--- src/rtl/music_pkg.sv ---
// Shared types and helpers for the voice scheduler.
package music_pkg;

    typedef enum logic [1:0] {
        S_IDLE,
        S_ISSUE,
        S_DRAIN,
        S_DONE
    } sched_state_t;

    // Guard bits so that summing n full-scale samples cannot overflow.
    function automatic int guard_bits(input int n);
        return $clog2(n);
    endfunction

endpackage

--- src/rtl/voice_state.sv ---
// Per-voice note registers: trigger capture, position advance and end-of-note handling.
// VOICE_LOOP_EN: when defined, a note wraps to its start instead of stopping.
module voice_state #(
    parameter int ADDR = 16
) (
    input  logic            clk,
    input  logic            rst,
    input  logic            trig,
    input  logic [ADDR-1:0] start,
    input  logic [ADDR-1:0] len,
    input  logic            adv,
    output logic [ADDR-1:0] cur_addr,
    output logic            active
);

    logic [ADDR-1:0] start_q;
    logic [ADDR-1:0] len_q;
    logic [ADDR-1:0] pos;

    // A trigger takes priority over the advance of the same edge.
    always_ff @(posedge clk) begin
        if (rst) begin
            start_q <= '0;
            len_q   <= '0;
            pos     <= '0;
            active  <= 1'b0;
        end else if (trig && (len != '0)) begin
            start_q <= start;
            len_q   <= len;
            pos     <= '0;
            active  <= 1'b1;
        end else if (adv && active) begin
            if (pos == len_q - 1'b1) begin
`ifdef VOICE_LOOP_EN
                pos <= '0;
`else
                active <= 1'b0;
`endif
            end else begin
                pos <= pos + 1'b1;
            end
        end
    end

    assign cur_addr = start_q + pos;

endmodule

--- src/rtl/voice_scheduler.sv ---
// Shares a 1-cycle-latency sample ROM among VOICES voices and mixes one sample per frame.
// VOICE_LOOP_EN: selects looping voices (default build plays each note once).
module voice_scheduler
    import music_pkg::*;
#(
    parameter int VOICES    = 4,
    parameter int WIDTH     = 20,
    parameter int ADDR      = 16,
    parameter int OUT_WIDTH = WIDTH + guard_bits(VOICES)
) (
    input  logic                        clk,
    input  logic                        rst,
    input  logic                        tick,
    input  logic [VOICES-1:0]           trig,
    input  logic [VOICES*ADDR-1:0]      trig_start,
    input  logic [VOICES*ADDR-1:0]      trig_len,
    output logic [ADDR-1:0]             rom_addr,
    input  logic signed [WIDTH-1:0]     rom_data,
    output logic signed [OUT_WIDTH-1:0] mix,
    output logic                        mix_valid,
    output logic [VOICES-1:0]           active,
    output logic                        busy,
    output logic                        overrun
);

    localparam int VW = (VOICES > 1) ? $clog2(VOICES) : 1;

    sched_state_t state, state_nxt;
    logic [VW-1:0]   slot;
    logic            drain_cnt;
    logic            start_frame, issue_en, frame_done, last_slot;
    logic            pipe1, pipe2;
    logic signed [OUT_WIDTH-1:0] acc;
    logic [ADDR-1:0] addr_arr [VOICES];

    for (genvar v = 0; v < VOICES; v++) begin : g_voice
        voice_state #(.ADDR(ADDR)) u_voice (
            .clk      (clk),
            .rst      (rst),
            .trig     (trig[v]),
            .start    (trig_start[v*ADDR +: ADDR]),
            .len      (trig_len[v*ADDR +: ADDR]),
            .adv      (issue_en && (slot == VW'(v))),
            .cur_addr (addr_arr[v]),
            .active   (active[v])
        );
    end

    assign last_slot = (slot == VW'(VOICES - 1));
    assign busy      = (state != S_IDLE);

    always_comb begin
        state_nxt   = state;
        start_frame = 1'b0;
        issue_en    = 1'b0;
        frame_done  = 1'b0;
        unique case (state)
            S_IDLE:  if (tick) begin
                         start_frame = 1'b1;
                         state_nxt   = S_ISSUE;
                     end
            S_ISSUE: begin
                         issue_en = 1'b1;
                         if (last_slot) state_nxt = S_DRAIN;
                     end
            S_DRAIN: if (drain_cnt == 1'b0) state_nxt = S_DONE;
            S_DONE:  begin
                         frame_done = 1'b1;
                         state_nxt  = S_IDLE;
                     end
            default: state_nxt = S_IDLE;
        endcase
    end

    always_ff @(posedge clk) begin
        if (rst) begin
            state     <= S_IDLE;
            slot      <= '0;
            drain_cnt <= 1'b0;
            pipe1     <= 1'b0;
            pipe2     <= 1'b0;
            acc       <= '0;
            rom_addr  <= '0;
            mix       <= '0;
            mix_valid <= 1'b0;
            overrun   <= 1'b0;
        end else begin
            state     <= state_nxt;
            mix_valid <= frame_done;
            overrun   <= tick && busy;
            if (start_frame)
                slot <= '0;
            else if (issue_en)
                slot <= slot + 1'b1;
            // Two drain cycles cover ROM latency plus the accumulate stage.
            if (issue_en && last_slot)
                drain_cnt <= 1'b1;
            else if (state == S_DRAIN)
                drain_cnt <= drain_cnt - 1'b1;
            if (issue_en)
                rom_addr <= addr_arr[slot];
            pipe1 <= issue_en && active[slot];
            pipe2 <= pipe1;
            if (start_frame)
                acc <= '0;
            else if (pipe2)
                acc <= acc + OUT_WIDTH'(rom_data);
            if (frame_done)
                mix <= acc;
        end
    end

endmodule

--- config.mk ---
export PLATFORM = sky130hd
export DESIGN_NAME = voice_scheduler
export DESIGN_NICKNAME = d
export VERILOG_FILES = /design/src/rtl/music_pkg.sv /design/src/rtl/voice_state.sv /design/src/rtl/voice_scheduler.sv
export SDC_FILE = /design/constraint.sdc
export NUM_CORES = 1
export LEC_CHECK = 0
export CAP_MARGIN = 20
export CORE_ASPECT_RATIO = 0.6
export CORE_MARGIN = 2
export CORE_UTILIZATION = 30
export DETAILED_ROUTE_END_ITERATION = 7
export SKIP_LAST_GASP = 1
export SYNTH_ARGS = -nofsm -noshare
export SYNTH_HDL_FRONTEND = slang
export SYNTH_SLANG_ARGS = --single-unit
--- constraint.sdc ---
create_clock -name clk -period 8 [get_ports clk]
set_input_delay 1.2 -clock clk [delete_from_list [all_inputs] [get_ports clk]]
set_output_delay 1.2 -clock clk [all_outputs]
set_load 0.01 [all_outputs]
==> results by group, run 1 <==
Clock network
  – Clock tree from TritonCTS: yes
  – Resized Gates After CTS: 0
  – Buffers inserted by post-CTS timing repair: 0
  – Number of sinks handled by clock tree synthesis: around 270
  – Maximum number of buffers from clock root to sink: 3
  – Cts-stage hold buffer count: 0
  – Depth of the CTS H-tree: 1
  – Number of CTS-inserted buffers: 29
  – Clock input transition at the sequential cells of the worst setup and hold paths: roughly 0.07 ns
  – Clock Tree Root: clkbuf_16
  – Clock latency at the later pin of the worst-skew pair: roughly 0.57 ns

Synthesis
  – Total of flip-flops plus latches after synthesis: around 270
  – Post-synthesis adder-cell area fraction: 8.158%
  – Combinational family with the most area after synthesis: simple AND/OR/NAND/NOR gates
  – Sequential fraction of the synthesis area: approximately a third
  – Number of different library cells in the post-synthesis netlist: 86
  – Multiplexer share of the synthesized area: 4.724%
  – Number of enable flip-flop cells after synthesis: 0
  – Average footprint of a synthesized cell: ~8 sq um
  – Syn Inst Count: 1991
  – Post-synthesis share of cell area spent on and, or, nand and nor gates: 23.60%
  – FFs w/ async S/R, synth: 0%
  – Predominant post-synthesis flop cell: dfxtp_1
  – Net count of the mapped netlist: about 2200
  – Xor/xnor share of the synthesized area: 9.953%
  – Synthesized cell area: 0.01610 sq mm
  – Number of warnings printed during yosys synthesis: 0
  – Post-synthesis compound-gate area fraction: roughly 17%

Timing
  – Worst hold-check slack: 0.4415 ns
  – Maximum clock frequency: between 200 and 300 MHz
  – Worst path setup slack after routing: approximately 4.2 ns
  – Max-slew headroom at the worst pin: a little under a third
  – RSZ-0062 raised after global routing: no
  – Minimum clock period: about 3.8 ns
  – Setup tns final: 0 ns
  – Final hold vios: 0
  – Fraction of the cycle the final worst path needs: between 40% and 50%
  – Final setup violation count: 0
  – Transition time at the pin with the least slew margin: 1.041 ns
  – Largest clock skew in the final design: about 0.013 ns
  – Final slew viol count: 0

Placed design
  – Placed instance count: about 2800
  – Total cell area at the placement stage: 0.01864 sq mm
  – Placed wire-length estimate: ~38 mm
  – RD Place Congestion: 0.8864
  – Post-Place Setup Slack: between 3 and 4 ns
  – Total of buffers placed on input and output ports: just under 200

Route
  – Number of vias in the routed layout: between 10000 and 15000
  – Number of remaining DRC errors: 0
  – Wire per inst: around 17 um
  – Vias per cell: slightly above 5
  – Total detailed-routing wirelength: 49.29 mm
  – TritonRoute pass-1 iters: 5
  – Antenna viol nets, final: 0
  – Violation count after the first detailed-routing iteration: 1029

Floorplan
  – Top-level I/O count: 200
  – Total number of placement rows: 65
  – Effective utilization at floorplan: between 30 and 40%
  – Die height: roughly 180 um
  – Die boundary width: 303.1 um
  – Die area: 0.05561 sq mm
  – Core area: 0.05278 sq mm

GRT
  – Global router's overall resource usage: around 17%
  – First-pass GRT wire length: 77.86 mm
  – Via count of the first global-routing pass: 13870
  – Grt ovf: 0
  – Largest net degree at the start of global routing: 106
  – Initial antenna violation count: 2

Finish
  – Post-layout net count: about 2400
  – Layout overhead on the synthesized area: 22.16%
  – Number of antenna repair diodes: 0
  – Share of post-route cells with drive strength above 1: about 4.2%
  – Cell area after layout: approximately 0.02 sq mm
  – Fillers: around 5300
  – Final cell utilization of the core: about 37%
  – Final cell count without fillers: ~2900

Setup path
  – Worst EP required: 8.50 ns
  – Source of the critical timing path: g_voice[2].u_voice.len_q[0]
  – Delay contributed by the slowest stage of the critical path: approximately 0.53 ns
  – Critical Path Start Type: flip-flop
  – Arrival time at the worst endpoint: around 4.3 ns
  – Startpoint of the worst-slack reg-to-reg timing path: g_voice[2].u_voice.len_q[0]
  – Critical Path End Type: flip-flop
  – Cell family with most CP delay: simple AND/OR/NAND/NOR gates
  – Critical path type: flip-flop to flip-flop
  – Largest fanout of any net on the critical path: 13
  – Slowest CP cell: or4b_4
  – Buf/Inv on CP: 1
  – Critical Path, Cell by Cell: inv_1, ha_1, or4b_4, or4_4, a211o_1, a221oi_2, o2111ai_1, and4_1, and4_4, a31oi_1, a41o_1

Worst hold path
  – Launch point of the worst hold path: pipe1
  – Hold crit path type: flip-flop to flip-flop

Status
  – Outcome: complete, no violations

Power and ir drop
  – Overall power of the completed layout: around 3.5 mW
  – VDD IR-drop max: ~0.14 mV
  – Power per unit of standard cell area: ~180 mW/mm^2
  – Static Leakage: between 7 and 8 nW

Job
  – Maximum Capacitance Violations: 0
path summary, 6_finish.rpt:
path	slack [ns]	cells after the start	end
setup / recovery	4.21	11	g_voice[2].u_voice.pos[9]
hold reg to reg	0.44	1	pipe2
hold / removal	0.44	1	pipe2
setup reg to reg	4.21	11	g_voice[2].u_voice.pos[9]
logic make-up after synthesis:
family / after synthesis
adder cells (fa/ha/maj): 102
XOR/XNOR: 183
AO/OA/AOI/OAI: 431
flip-flops: 265
multiplexers: 62
AND/OR/NAND/NOR: 798
buffers and inverters: 150
flip-flops by register name (all words and copies together) (netlist names), 4 cells and up:
| register | cells |
|---|---|
| g_voice.u_voice.active | 4 |
| g_voice.u_voice.start_q | 64 |
| mix | 22 |
| g_voice.u_voice.pos | 64 |
| g_voice.u_voice.len_q | 64 |
| rom_addr | 16 |
| acc | 22 |
layer usage:
layer | global-route usage, % | part of all wire (%) | vias up
met4 | 4.020 | 2.3 | 2
met1 | 26.65 | 51 | 6919
met2 | 25.55 | 41 | 425
met5 | 0 | 0.026 | -
met3 | 2.375 | 5.3 | 67
li1 | - | - | 7352
report_power, final:
group | switching, mW | internal (mW) | leakage [nW]
Clock | 0.584 | 0.837 | 0.492
Sequential | 0.0649 | 1.38 | 2.16
Combinational | 0.363 | 0.309 | 4.99
Total | 1.01 | 2.53 | 7.65
cells in the mapped netlist (5+ instances only):
master	count	area share [%]
a211oi_1	21	0.98
a21o_1	25	1.2
a21oi_1	188	5.8
a31oi_1	21	0.82
a41o_1	6	0.37
and2_1	12	0.47
and3_1	27	1.0
and4_1	5	0.27
buf_1	8	0.19
buf_4	5	0.23
clkbuf_1	78	1.8
dfxtp_1	265	33
fa_1	5	0.62
ha_1	97	7.5
inv_1	53	1.2
mux2i_1	49	3.0
mux4_2	11	1.5
nand2_1	327	7.6
nand2b_1	20	0.78
nand3_1	31	0.96
nand3b_1	13	0.61
nand4_1	30	1.2
nor2_1	174	4.1
nor2b_1	19	0.74
nor3_1	44	1.4
nor4_1	32	1.2
o2111ai_1	7	0.38
o211ai_1	16	0.75
o21a_1	16	0.75
o21ai_0	54	1.7
o21bai_1	10	0.47
o31a_1	7	0.38
o31ai_1	12	0.56
or3_1	17	0.66
or4_1	14	0.65
xnor2_1	113	6.1
xor2_1	70	3.8
area by class of cell:
cell class	count	area, sq um	share of cell area [%]
Clock buffer	41	850.8	4.325
Clock inverter	11	150.1	0.7632
Inverter	54	202.7	1.030
Multi-Input combinational cell	1576	10190	51.79
Sequential cell	265	5305	26.97
Tap cell	703	879.6	4.471
Timing Repair Buffer	210	2096	10.65
worst reg2reg max path, stage by stage (launching register included):
cell       delay, ns
dfxtp_1         0.36
inv_1           0.13
ha_1            0.27
or4b_4          0.53
or4_4           0.53
a211o_1         0.30
a221oi_2        0.26
o2111ai_1       0.26
and4_1          0.45
and4_4          0.32
a31oi_1         0.20
a41o_1          0.12
cell usage in the layout, fill, tap and decap left out, types with 17 or more instances in the layout:
master / instances
a31oi_1: 21
dfxtp_1: 265
or3_1: 17
o21ai_0: 54
and3_1: 27
a21oi_1: 188
nor2b_1: 19
mux2i_1: 49
ha_1: 96
nand2b_1: 20
nor3_1: 44
xor2_1: 70
nand2_1: 327
nand4_1: 30
a211oi_1: 21
xnor2_1: 113
clkbuf_16: 29
nand3_1: 31
a21o_1: 25
clkdlybuf4s50_1: 198
nor4_1: 32
nor2_1: 174
inv_1: 53
No activity file was read; power rests on OpenSTA's default activity.
==> inputs of run 2 (changes only) <==
==> constraint.sdc (replaced) <==
create_clock -name clk -period 3.6 [get_ports clk]
set_input_delay 0.54 -clock clk [delete_from_list [all_inputs] [get_ports clk]]
set_output_delay 0.54 -clock clk [all_outputs]
set_load 0.01 [all_outputs]
==> run 2 against run 1 <==
  * Maximum frequency rose by 11%
  * Core utilization rose by 0.35 points
  * Via count rose by 1.7%
  * Clock skew rose by 0.0034 ns
  * Global-route usage barely moved
  * Setup slack got worse by 4.0 ns
  * Sequential share of layout area fell by 0.25 points
  * Power rose by 130%
  * Critical path type unchanged
  * Critical endpoint is now g_voice[2].u_voice.pos[6]
==> results by group, run 2 (synthesis gave the netlist of run 1 again) <==
Status
  – Outcome: complete, no violations

Floorplan
  – Die height: between 150 and 200 um
  – Die area: ~0.056 sq mm
  – Die boundary width: around 300 um
  – Total number of placement rows: between 60 and 70
  – Effective utilization at floorplan: a little under a third
  – Top-level I/O count: 200
  – Core area: 0.05278 sq mm

Route
  – Wire per inst: about 17 um
  – TritonRoute pass-1 iters: 5
  – Total detailed-routing wirelength: approximately 50 mm
  – Number of vias in the routed layout: approximately 15000
  – Number of remaining DRC errors: 0
  – Antenna viol nets, final: 0
  – Violation count after the first detailed-routing iteration: between 1000 and 1500
  – Vias per cell: roughly 5.2

Finish
  – Highest-count cells in the layout ignoring fill and taps: nand2_1, dfxtp_1, clkdlybuf4s50_1
  – Number of antenna repair diodes: 0
  – Fillers: approximately 5400
  – Post-layout net count: between 2000 and 2500
  – Registers with the highest flip-flop counts: g_voice.u_voice.len_q x64, g_voice.u_voice.pos x64, g_voice.u_voice.start_q x64
  – Share of post-route cells with drive strength above 1: 5.234%
  – Leading cell type in the layout, fill and taps excluded: nand2_1
  – Layout overhead on the synthesized area: 23.29%

Clock network
  – Number of CTS-inserted buffers: 30
  – Clock tree from TritonCTS: yes
  – Buffers inserted by post-CTS timing repair: 0
  – Resized Gates After CTS: 0
  – Maximum number of buffers from clock root to sink: 3
  – Depth of the CTS H-tree: 1
  – Number of sinks handled by clock tree synthesis: between 200 and 300
  – Cts-stage hold buffer count: 0
  – Clock latency at the later pin of the worst-skew pair: 0.58 ns
  – Clock input transition at the sequential cells of the worst setup and hold paths: 0.06 ns
  – Clock Tree Root: clkbuf_16

Timing
  – Final slew viol count: 0
  – Transition time at the pin with the least slew margin: 0.9559 ns
  – Setup tns final: 0 ns
  – Max-slew headroom at the worst pin: 36.27%
  – Fraction of the cycle the final worst path needs: between 90% and 100%
  – Final setup violation count: 0
  – Largest clock skew in the final design: between 0.015 and 0.02 ns
  – Minimum clock period: between 3 and 4 ns
  – Worst hold-check slack: between 0.4 and 0.5 ns
  – RSZ-0062 raised after global routing: yes
  – Maximum clock frequency: between 200 and 300 MHz
  – Final hold vios: 0

Power and ir drop
  – Portion of total power attributed to sequential cells: about two fifths
  – VDD IR-drop max: ~0.35 mV
  – Internal power: between 5 and 6 mW
  – Sw power: about 2.3 mW
  – Share of power burned in the clock network: around two fifths
  – Static Leakage: between 7 and 8 nW
  – Switching portion of total power: 28.49%
  – Fraction of power consumed by combinational cells: 19.0%
  – Overall power of the completed layout: around 8 mW
  – Power per unit of standard cell area: around 400 mW/mm^2

GRT
  – Initial antenna violation count: 0
  – Grt ovf: 0
  – First-pass GRT wire length: between 70 and 80 mm
  – Via count of the first global-routing pass: ~14000
  – Global router's overall resource usage: 17.40%
  – Largest net degree at the start of global routing: 102

Setup path
  – Worst EP required: 4.04 ns
  – Critical Path End Type: flip-flop
  – Critical Path Start Type: flip-flop
  – Critical path type: flip-flop to flip-flop
  – Largest fanout of any net on the critical path: 9
  – Arrival time at the worst endpoint: roughly 3.8 ns

Placed design
  – RD Place Congestion: roughly 0.87
  – Total of buffers placed on input and output ports: approximately 200
  – Placed wire-length estimate: 38.87 mm

Job
  – Maximum Capacitance Violations: 0

Worst hold path
  – Hold crit path type: flip-flop to flip-flop
## run 2: power by group through the flow
| stage | clock (mW) | sequential [mW] | combinational (mW) |
|---|---|---|---|
| 2_1_floorplan | 0 | 3.24 | 0.942 |
| 3_3_place_gp | 0 | 3.30 | 1.48 |
| 3_5_place_dp | 0 | 3.30 | 1.51 |
| 4_1_cts | 3.32 | 3.24 | 1.52 |
| 5_1_grt | 3.45 | 3.26 | 1.66 |
| 6_report | 3.24 | 3.24 | 1.52 |
## run 2: metal layers
metal	global-route usage [%]	vias up	wire (um)
met4	3.074	0	833
met2	26.41	383	21420
li1	-	7406	-
met3	2.363	50	2537
met1	26.20	7175	25260
met5	0	-	0
## run 2: worst max-delay path, cell delays in order, from the launching register on
cell and delay, ns:
dfxtp_1 0.34, inv_1 0.16, ha_4 0.19, or4b_4 0.51, or4_4 0.54, a211o_1 0.31
a221oi_2 0.29, o2111ai_2 0.17, and4_1 0.26, buf_4 0.17, nand4_1 0.11, xor2_1 0.16
nor2_1 0.05
## run 2: final cells by class
| cell class | instances | area [sq um] | share of cell area [%] |
|---|---|---|---|
| inverter | 54 | 202.7 | 1.021 |
| multi-input combinational | 1576 | 10210 | 51.44 |
| tap | 703 | 879.6 | 4.430 |
| clock inverter | 11 | 148.9 | 0.7499 |
| timing repair buffer | 228 | 2211 | 11.13 |
| sequential | 265 | 5305 | 26.72 |
| clock buffer | 44 | 894.6 | 4.506 |
## run 2: path summary, 6_finish.rpt
check | cells past startpoint | slack [ns] | start | to
worst min register to register | 1 | 0.44 | pipe1 | pipe2
worst max register to register | 12 | 0.20 | g_voice[2].u_voice.len_q[1] | g_voice[2].u_voice.pos[6]
worst min-delay path | 1 | 0.44 | pipe1 | pipe2
worst max-delay path | 12 | 0.20 | g_voice[2].u_voice.len_q[1] | g_voice[2].u_voice.pos[6]
## run 2: metrics by stage
| step | cell area, sq um | util [%] | worst slack, ns | instances |
|---|---|---|---|---|
| after floorplan | 16100 | - | 0.2429 | 1991 |
| after global placement | 18790 | 35.59 | 0.1310 | 2826 |
| after detailed placement | 18790 | 35.59 | 0.06254 | 2826 |
| after CTS | 19830 | 37.57 | 0.1062 | 2881 |
| after global routing | 19860 | 37.62 | -0.02403 | 2881 |
| final | 19860 | 37.62 | 0.2000 | 2881 |
